--- src/rtl/inert_serf.sv ---
// SPI serf standing in for the 6-axis inertial sensor: decodes 16-bit monarch frames,
// holds the start-up configuration registers and captures a yaw sample every ODR period.
module inert_serf #(
    parameter logic [15:0] ODR_PERIOD = 16'd4096,
    parameter logic [7:0]  WHO_AM_I   = 8'h6A
) (
    input  logic        clk,
    input  logic        rst_n,
    input  logic        SS_n,
    input  logic        SCLK,
    input  logic        MOSI,
    output logic        MISO,
    output logic        INT,
    input  logic [15:0] yaw_smpl,
    output logic        armed
);

    typedef enum logic [1:0] {IDLE, CMD, DATA, COMMIT} state_t;

    state_t      state, next_state;
    logic        ss_meta, ss_sync;
    logic        sclk_meta, sclk_sync, sclk_prev;
    logic        mosi_meta, mosi_sync;
    logic        sclk_rise, sclk_fall;
    logic [15:0] rx;
    logic [15:0] tx;
    logic [4:0]  bit_cnt;
    logic        skip_fall;
    logic [6:0]  rd_addr;
    logic [7:0]  rd_data;
    logic [7:0]  reg_0d, reg_11, reg_14;
    logic [15:0] yaw;
    logic [15:0] timer;
    logic        sample_pend;
    logic        int_q;
    logic        frame_start, cmd_done, do_write, do_clr_int;
    logic        term_cnt, capture;

    always_ff @(posedge clk or negedge rst_n) begin
        if (!rst_n) begin
            ss_meta   <= 1'b1;
            ss_sync   <= 1'b1;
            sclk_meta <= 1'b1;
            sclk_sync <= 1'b1;
            sclk_prev <= 1'b1;
            mosi_meta <= 1'b0;
            mosi_sync <= 1'b0;
        end else begin
            ss_meta   <= SS_n;
            ss_sync   <= ss_meta;
            sclk_meta <= SCLK;
            sclk_sync <= sclk_meta;
            sclk_prev <= sclk_sync;
            mosi_meta <= MOSI;
            mosi_sync <= mosi_meta;
        end
    end

    assign sclk_rise = sclk_sync & ~sclk_prev;
    assign sclk_fall = ~sclk_sync & sclk_prev;

    // On the 8th rise the address LSB is still on mosi_sync, not yet in rx.
    assign rd_addr = {rx[5:0], mosi_sync};

    always_comb begin
        rd_data = 8'h00;
        case (rd_addr)
            7'h0D:   rd_data = reg_0d;
            7'h0F:   rd_data = WHO_AM_I;
            7'h11:   rd_data = reg_11;
            7'h14:   rd_data = reg_14;
            7'h26:   rd_data = yaw[7:0];
            7'h27:   rd_data = yaw[15:8];
            default: rd_data = 8'h00;
        endcase
    end

    always_ff @(posedge clk or negedge rst_n) begin
        if (!rst_n) state <= IDLE;
        else        state <= next_state;
    end

    // After exactly 16 rises rx holds the whole frame, so COMMIT decodes it directly.
    always_comb begin
        next_state  = state;
        frame_start = 1'b0;
        cmd_done    = 1'b0;
        do_write    = 1'b0;
        do_clr_int  = 1'b0;
        case (state)
            IDLE: begin
                if (!ss_sync) begin
                    next_state  = CMD;
                    frame_start = 1'b1;
                end
            end
            CMD: begin
                if (ss_sync) begin
                    next_state = COMMIT;
                end else if (sclk_rise && bit_cnt == 5'd7) begin
                    next_state = DATA;
                    cmd_done   = 1'b1;
                end
            end
            DATA: begin
                if (ss_sync) next_state = COMMIT;
            end
            COMMIT: begin
                next_state = IDLE;
                if (bit_cnt == 5'd16) begin
                    do_write   = ~rx[15];
                    do_clr_int = rx[15] && (rx[14:8] == 7'h27);
                end
            end
            default: next_state = IDLE;
        endcase
    end

    // The fall following a tx load is not shifted, so the loaded MSB is what the monarch samples next.
    always_ff @(posedge clk or negedge rst_n) begin
        if (!rst_n) begin
            rx        <= 16'h0000;
            tx        <= 16'h0000;
            bit_cnt   <= 5'd0;
            skip_fall <= 1'b0;
        end else if (frame_start) begin
            tx        <= 16'h0000;
            bit_cnt   <= 5'd0;
            skip_fall <= 1'b1;
        end else if (state == CMD || state == DATA) begin
            if (sclk_rise) begin
                rx <= {rx[14:0], mosi_sync};
                if (bit_cnt != 5'd31) bit_cnt <= bit_cnt + 5'd1;
            end
            if (cmd_done) begin
                tx        <= {rd_data, 8'h00};
                skip_fall <= 1'b1;
            end else if (sclk_fall) begin
                if (skip_fall) skip_fall <= 1'b0;
                else           tx        <= {tx[14:0], 1'b0};
            end
        end
    end

    always_ff @(posedge clk or negedge rst_n) begin
        if (!rst_n) begin
            reg_0d <= 8'h00;
            reg_11 <= 8'h00;
            reg_14 <= 8'h00;
        end else if (do_write) begin
            case (rx[14:8])
                7'h0D:   reg_0d <= rx[7:0];
                7'h11:   reg_11 <= rx[7:0];
                7'h14:   reg_14 <= rx[7:0];
                default: ;
            endcase
        end
    end

    assign armed    = (reg_0d == 8'h02) && (reg_11 == 8'h60);
    assign term_cnt = armed && (timer == ODR_PERIOD - 16'd1);
    // Capture waits for IDLE so yaw bytes never change under a frame in flight.
    assign capture  = sample_pend && (state == IDLE);

    always_ff @(posedge clk or negedge rst_n) begin
        if (!rst_n) begin
            timer       <= 16'h0000;
            sample_pend <= 1'b0;
            yaw         <= 16'h0000;
            int_q       <= 1'b0;
        end else begin
            if (!armed || term_cnt) timer <= 16'h0000;
            else                    timer <= timer + 16'd1;

            if (term_cnt)     sample_pend <= 1'b1;
            else if (capture) sample_pend <= 1'b0;

            if (capture) begin
                yaw   <= yaw_smpl;
                int_q <= 1'b1;
            end else if (do_clr_int) begin
                int_q <= 1'b0;
            end
        end
    end

    assign MISO = tx[15] & ~ss_sync;
    assign INT  = int_q;

endmodule
--- config.mk ---
export PLATFORM = sky130hd
export DESIGN_NAME = inert_serf
export DESIGN_NICKNAME = d
export VERILOG_FILES = /design/src/rtl/inert_serf.sv
export SDC_FILE = /design/constraint.sdc
export NUM_CORES = 1
export LEC_CHECK = 0
export ABC_AREA = 1
export ABC_CLOCK_PERIOD_IN_PS = 2100
export CAP_MARGIN = 10
export CORE_UTILIZATION = 45
export DETAILED_ROUTE_END_ITERATION = 10
export GPL_TIMING_DRIVEN = 0
export SYNTH_ARGS = -nofsm -noshare
export SYNTH_HDL_FRONTEND = slang
export SYNTH_SLANG_ARGS = --single-unit
--- constraint.sdc ---
create_clock -name clk -period 2.1 [get_ports clk]
set_input_delay 0.42 -clock clk [delete_from_list [all_inputs] [get_ports clk]]
set_output_delay 0.42 -clock clk [all_outputs]
set_load 0.01 [all_outputs]
Word level (Yosys, flattened, before mapping)
Cells that the tools add are included.
{ "op_classes": {"add_sub_neg": 2, "n_eq_ne": 23, "bitwise_logic": 8, "n_mux": 33, "reduce_logical": 23} }
{ "ops": {"columns": ["cell", "count"], "rows": [
  ["$mux W16", 6],
  ["$pmux W8 S6", 1],
  ["$eq A7 B5 Y1 const B", 4],
  ["$eq A7 B4 Y1 const B", 3],
  ["$eq A7 B6 Y1 const B", 3],
  ["$mux W5", 4],
  ["$mux W1", 17],
  ["$add A16 B1 Y16 const B", 1],
  ["$eq A16 B12 Y1 const B", 1],
  ["$reduce_and A3 Y1", 4],
  ["$reduce_bool A2 Y1", 5],
  ["$eq A8 B2 Y1 const B", 1],
  ["$eq A8 B7 Y1 const B", 1],
  ["$mux W2", 4],
  ["$pmux W2 S4", 1],
  ["$reduce_and A2 Y1", 4],
  ["$add A5 B1 Y5 const B", 1],
  ["$eq A5 B3 Y1 const B", 1],
  ["$eq A5 B5 Y1 const B", 1],
  ["$logic_and A1 B1 Y1", 5],
  ["$ne A5 B5 Y1 const B", 1],
  ["$not A1 Y1", 5],
  ["$eq A2 B2 Y1 const B", 2],
  ["$ne A2 B2 Y1 const B", 2],
  ["other kinds (8)", 11]
]} }
{ "word_totals": {"ff_bits": 105, "out_inout_bits": 3} }

Logic depth before layout (Yosys ltp)
Gate-level depths: netlist (run 1).
{ "logic_depth": {"depth_word": 9, "depth_mapped": 12, "ltp_nobuf": 11} }

Worst setup path before layout (run 1)
No wires, ideal clock.
{ "synth_path": {"kind": "reg-to-reg", "from": "reg state[0]", "to": "reg yaw[10]", "setup_ns": 0.125, "required_ns": 1.975, "arrival_ns": 1.452, "synth_period_minus_slack_ns": 1.576, "n_path_buf": 1, "path_slack_ns": 0.524, "stages_incl_launch_ff": 6, "path_cell_list": "dfrtp_1 > inv_1 > ha_1 > nand2_1 > buf_2 > mux2_2"} }
{ "synth_between": {"elab_chain_cells": 2} }
{ "synth_lines": {"columns": ["item", "line_no", "rtl"], "rows": [
  ["start, declared", "20", "state_t state, next_state;"],
  ["start signal, assigned", "80", "else state <= next_state;"],
  ["$logic_not A2 Y1", "163", "assign capture = sample_pend && (state == IDLE);"],
  ["$logic_and A1 B1 Y1", "163", null],
  ["end signal, assigned", "179", "yaw <= yaw_smpl;"],
  ["end, declared", "32", "logic [15:0] yaw;"]
]} }
No other way between the ends.
A chain may end at the register's enable or synchronous reset.

Final worst setup path (run 1)
{ "layout_path": {"from": "reg ss_sync", "to": "out MISO"} }
{ "layout_between": {"elab_chain_cells": 2} }
{ "layout_lines": {"columns": ["item", "line_no", "rtl"], "rows": [
  ["start, declared", "21", "logic ss_meta, ss_sync;"],
  ["start signal, assigned", "50", "ss_sync <= ss_meta;"],
  ["$not A1 Y1", "187", "assign MISO = tx[15] & ~ss_sync;"],
  ["$and A1 B1 Y1", "187", null],
  ["end, declared", "12", "output logic MISO,"]
]} }
No other way between the ends.

==> qor.yml, run 1 <==
core_region_area_mm2: 0.0103
syn_area_mm2: 0.00474
crit_chain: "nor2_1 -> clkdlybuf4s50_1"
timing.final.crit_period_ns: 1.99
max_cap_viol_count: 0
portBuffers: 23
dr.pass1.iters: 4
worstPathMaxFanout: 7
route.detailed.drc: 0
nNetsFinal: 619
cts-root-buf: "clkbuf_8"
post_drt_via_cell_ratio: 5.05
cp-end-kind: "output port"
hp-class: "in -> async"
drtIter0Drc: 230
globalRouteTotalUtil_pct: 20.4
crit_slowest_cell: "dfstp_2"
power.internal_mw: 2.91
hold_buffers: 0
cpPeakStageDelay_ns: 0.65
critPathBufInv: 1
hold_viol: 0
p_sw_mw: 1.67
yosys.area.top_type_share_pct: 48.6
outcome: "complete, no violations"
postSynth.asyncResetShare_pct: 100
synth_flop_cell: "dfrtp_1"
layout-drive-gt1-share_pct: 15.7
clock_sinks: 97
crit_family: "flip-flops"
worst_hold_slack_ns: 0.0565
synth_warnings: 0
yosys.area.top_type: "dfrtp_1"
ios: 24
arrival_ns: 1.57
cts_tree: "yes"
rsz0062_at_grt: "false"
max_freq_mhz: 503
clock_path_buffers: 2
insertion_delay_ns: 0.38
power.share.combinational_pct: 26.2
grt_pass1_vias: 3594
synth_cell_type_count: 41
synth_common_cells: "nand2_1, dfrtp_1, nor2_1, nand3_1, o21ai_1"
synth_edf_count: 0
setup_tns_ns: 0
h-tree-depth: 3
stdcell_count: 730
dp.cells: 713
grtUsageMet2_pct: 30.4
yosysMostFrequentCell: "nand2_1"
die_x_um: 105
vdd_drop_max_mv: 0.412
yosys_register_bits: 97
critPathKind: "reg -> out"
grt_pass1_wl_mm: 17.6
yosysSeqAreaShare_pct: 51.4
grtUsageMet1_pct: 29.6
leakagePower_nw: 2.44
clk_pin_slew_ns: 0.10
ant_nets: 0
num_vias: 3685
synth.area.top_cells: "dfrtp_1, nand2_1, nor2_1, nand3_1, o21ai_1"
drv_slew: 0
fp.dieH_um: 105
fin_crit_sh_pct: 94.7
grtUsageMet3_pct: 3.18
area_delta_synth_final_pct: 12.8
diodes: 0
synth_fp_nets: 583
wl_per_cell_um: 13.9
dieArea_mm2: 0.0109
syn_avg_cell_area_um2: 8.57
initial_utilization_pct: 46.1
final_cell_area_mm2: 0.00534
p_clk_share_pct: 24.6
synth_cells: 553
rows: 37
grt_overflow: 0
setup_viol: 0
nFillCells: 998
gr-max-usage-layer: "met2"
routed_wl_mm: 10.1
grt_max_degree: 52
clock_skew_ns: 0.0167
gp_congestion: 0.825
critPathRequiredTime_ns: 1.68
seq_power_share_pct: 49.2
relSlewSlack_pct: 58.6
place_hpwl_mm: 7.36
switching_share_pct: 36.4
power_mw: 4.57
antenna_found_initial: 0
placed_area_mm2: 0.00516
cts_buffers: 9
p_per_area_mw_per_mm2: 856
worst_pin_slew_ns: 0.622
cp-start-kind: "flop"
[final cells by class]
type / instances / area, um2 / share of cell area (%)
Tap cell: 136 / 170 / 3.18
Clock inverter: 4 / 31.3 / 0.585
Buffer: 10 / 58.8 / 1.10
Timing Repair Buffer: 25 / 258 / 4.82
Sequential cell: 97 / 2430 / 45.5
Multi-Input combinational cell: 395 / 2050 / 38.4
Clock buffer: 12 / 145 / 2.72
Inverter: 51 / 193 / 3.61
[layout by cell type (no fill, tap or decap), types with 2 or more instances in the layout]
cell / instances
nand2_1: 156
dfrtp_1: 92
nor2_1: 62
nand3_1: 43
o21ai_1: 39
inv_1: 36
clkdlybuf4s50_1: 21
mux2_2: 15
inv_2: 14
clkbuf_8: 10
ha_1: 9
nor2_2: 8
buf_2: 8
nor2_4: 7
a21oi_1: 7
o21ai_0: 6
nor3_1: 5
xor2_1: 5
dfstp_2: 5
nand2_2: 4
nand3_2: 4
nor4_1: 3
buf_4: 3
clkinvlp_4: 3
nor3_2: 2
nor3b_1: 2
nand3_4: 2
nand4_1: 2
clkbuf_1: 2
[cells by family (layout without fill, tap and decap cells)]
kind of cell    after synthesis  count (layout)  synth area share (%)
simple gates                304             304                  29.3
flops                        97              97                  51.4
compound gates               61              61                  6.95
buf+inv                      61             102                  5.31
mux                          15              15                  3.57
fa+ha+maj                     9               9                  2.38
xor+xnor                      6               6                  1.11
[metrics by stage]
stage	setup slack (ns)	utilization [%]
after CTS	0.0528	52.0
after global routing	0.0514	52.0
after detailed placement	0.160	50.2
final	0.110	52.0
after floorplan	0.524	-
after global placement	-3.05	50.0
[power by group through the flow]
stage	clock (mW)	combinational, mW	sequential [mW]
final	1.13	1.20	2.25
after global routing	1.24	1.36	2.28
after CTS	1.17	1.20	2.25
after detailed placement	0	1.20	2.29
after global placement	0	1.17	2.28
after floorplan	0	0.872	2.24
[sequential cells by signal, summed over array words and instances, names as in the netlist, 2 cells and up]
name	count
reg_0d	8
tx	8
yaw	16
bit_cnt	5
reg_11	8
timer	16
rx	16
state	2
reg_14	8
[layer usage]
metal | share of wire (%) | up-vias
met5 | 0 | -
met4 | 1.7 | 0
met3 | 3.2 | 14
met2 | 45 | 56
met1 | 51 | 1756
li1 | - | 1859
[final timing paths]
check	to	start	depth (start not counted)	slack, ns
min in group clk	mosi_sync	mosi_meta	0	0.35
worst max register to register	yaw[13]	state[0]	5	0.18
worst min-delay path	reg_14[0]	rst_n	1	0.06
worst max-delay path	MISO	ss_sync	2	0.11
max in group asynchronous	ss_meta	rst_n	2	1.34
worst min register to register	mosi_sync	mosi_meta	0	0.35
[timing repair]
item,in CTS,in global routing
setup endpoints to repair,1,1
setup buffers,1,0
pin swaps,1,0
resized for setup,2,2
No activity file was read; power rests on OpenSTA's default activity.
==> run 2: changes to the inputs <==
--- a/config.mk
+++ b/config.mk
@@ -11,6 +11,7 @@
 export CORE_UTILIZATION = 45
 export DETAILED_ROUTE_END_ITERATION = 10
 export GPL_TIMING_DRIVEN = 0
+export SKIP_CTS_REPAIR_TIMING = 1
 export SYNTH_ARGS = -nofsm -noshare
 export SYNTH_HDL_FRONTEND = slang
 export SYNTH_SLANG_ARGS = --single-unit
==> qor.yml, run 2 (synthesis gave the netlist of run 1 again) <==
cpPeakStageDelay_ns: 0.65
clk_pin_slew_ns: 0.10
drv_slew: 0
cts-root-buf: "clkbuf_8"
worstPathMaxFanout: 7
num_vias: 3684
dieArea_mm2: 0.0109
vdd_drop_max_mv: 0.412
hold_viol: 0
critPathBufInv: 1
drtIter0Drc: 238
placed_area_mm2: 0.00516
cp-end-kind: "output port"
r2r_slack_ns: 0.17
p_per_area_mw_per_mm2: 857
final_cell_area_mm2: 0.00535
r2r_start: "state[0]"
initial_utilization_pct: 46.1
leakagePower_nw: 2.46
fin_crit_sh_pct: 94.8
insertion_delay_ns: 0.38
hp-class: "in -> async"
worst_pin_slew_ns: 0.634
critPathRequiredTime_ns: 1.68
rows: 37
crit_family: "flip-flops"
timing.final.crit_period_ns: 1.99
ios: 24
antenna_found_initial: 0
rsz0062_at_grt: "false"
dr.pass1.iters: 4
arrival_ns: 1.57
fp.dieH_um: 105
layout-drive-gt1-share_pct: 15.3
multi_input_area_mm2: 0.00205
portBuffers: 23
final_cell_mix: "nand2_1, dfrtp_1, nor2_1"
cts_buffers: 9
nFillCells: 998
nNetsFinal: 619
grt_overflow: 0
outcome: "complete, no violations"
grt_max_degree: 52
grt_pass1_wl_mm: 17.6
h-tree-depth: 3
grt_pass1_vias: 3585
clock_sinks: 97
relSlewSlack_pct: 57.8
stdcell_count: 730
core_region_area_mm2: 0.0103
globalRouteTotalUtil_pct: 20.4
seq_area_mm2: 0.00243
cp-start-kind: "flop"
post_drt_via_cell_ratio: 5.05
clock_skew_ns: 0.0170
routed_wl_mm: 10.2
ant_nets: 0
clock_path_buffers: 2
diodes: 0
max_cap_viol_count: 0
gp_congestion: 0.825
crit_chain: "nor2_1 -> clkdlybuf4s50_1"
die_x_um: 105
critPathKind: "reg -> out"
wl_per_cell_um: 13.9
cts_tree: "yes"
reg.largest.list: "rx: 16 flops, timer: 16 flops, yaw: 16 flops"
max_freq_mhz: 503
final_common_cell: "nand2_1"
area_delta_synth_final_pct: 12.9
crit_slowest_cell: "dfstp_2"
setup_viol: 0
place_hpwl_mm: 7.36
dp.cells: 713
route.detailed.drc: 0
worstReg2RegEnd: "yaw[13]"
reg2regPathDepth: 5
[run 2: cell type report]
type / count / area share (%)
Buffer: 10 / 1.10
Clock buffer: 12 / 2.71
Clock inverter: 4 / 0.585
Inverter: 51 / 3.60
Multi-Input combinational cell: 395 / 38.4
Sequential cell: 97 / 45.5
Tap cell: 136 / 3.18
Timing Repair Buffer: 25 / 4.96
[run 2: worst max-delay path by stage]
stage               startpoint        to  slack [ns]  cells after the start
finish                 ss_sync      MISO        0.11                      2
global route         reg_0d[0]     armed        0.04                      6
CTS                  reg_11[4]     armed       -0.26                      6
detailed placement   reg_11[4]     armed        0.16                      6
global placement         rst_n  timer[0]       -3.05                      1
floorplan             state[0]   yaw[10]        0.52                      5
[run 2: per-stage QoR]
step                setup TNS (ns)  hold WS (ns)  setup WS (ns)  power, mW  util (%)
finish                           0        0.0638          0.110       4.58      52.0
global route                     0         0.104         0.0397       4.87      52.0
CTS                         -0.257        0.0715         -0.257       4.62      51.9
detailed placement               0         0.340          0.160       3.48      50.2
global placement           -289.46         0.340          -3.05       3.44      50.0
floorplan                        0         0.124          0.524       3.12         -
[run 2: metal layers]
layer | share of wire, % | global-route usage, % | vias up
li1 | - | - | 1858
met1 | 50 | 29.6 | 1750
met2 | 45 | 30.4 | 62
met3 | 3.1 | 3.18 | 14
met4 | 1.7 | 8.35 | 0
met5 | 0 | 0 | -
[run 2: power by group]
part | total, mW | internal [mW] | switching, mW
registers | 2.25 | 2.07 | 0.183
clock network | 1.13 | 0.466 | 0.666
logic | 1.20 | 0.374 | 0.824
[run 2: worst reg2reg max path, delay by kind of cell (launching register included)]
family | cells | cell delay [ns]
buffers and inverters | 2 | 0.46
DFF | 1 | 0.40
muxes | 1 | 0.37
adders and majority gates | 1 | 0.24
and+or+nand+nor | 1 | 0.34
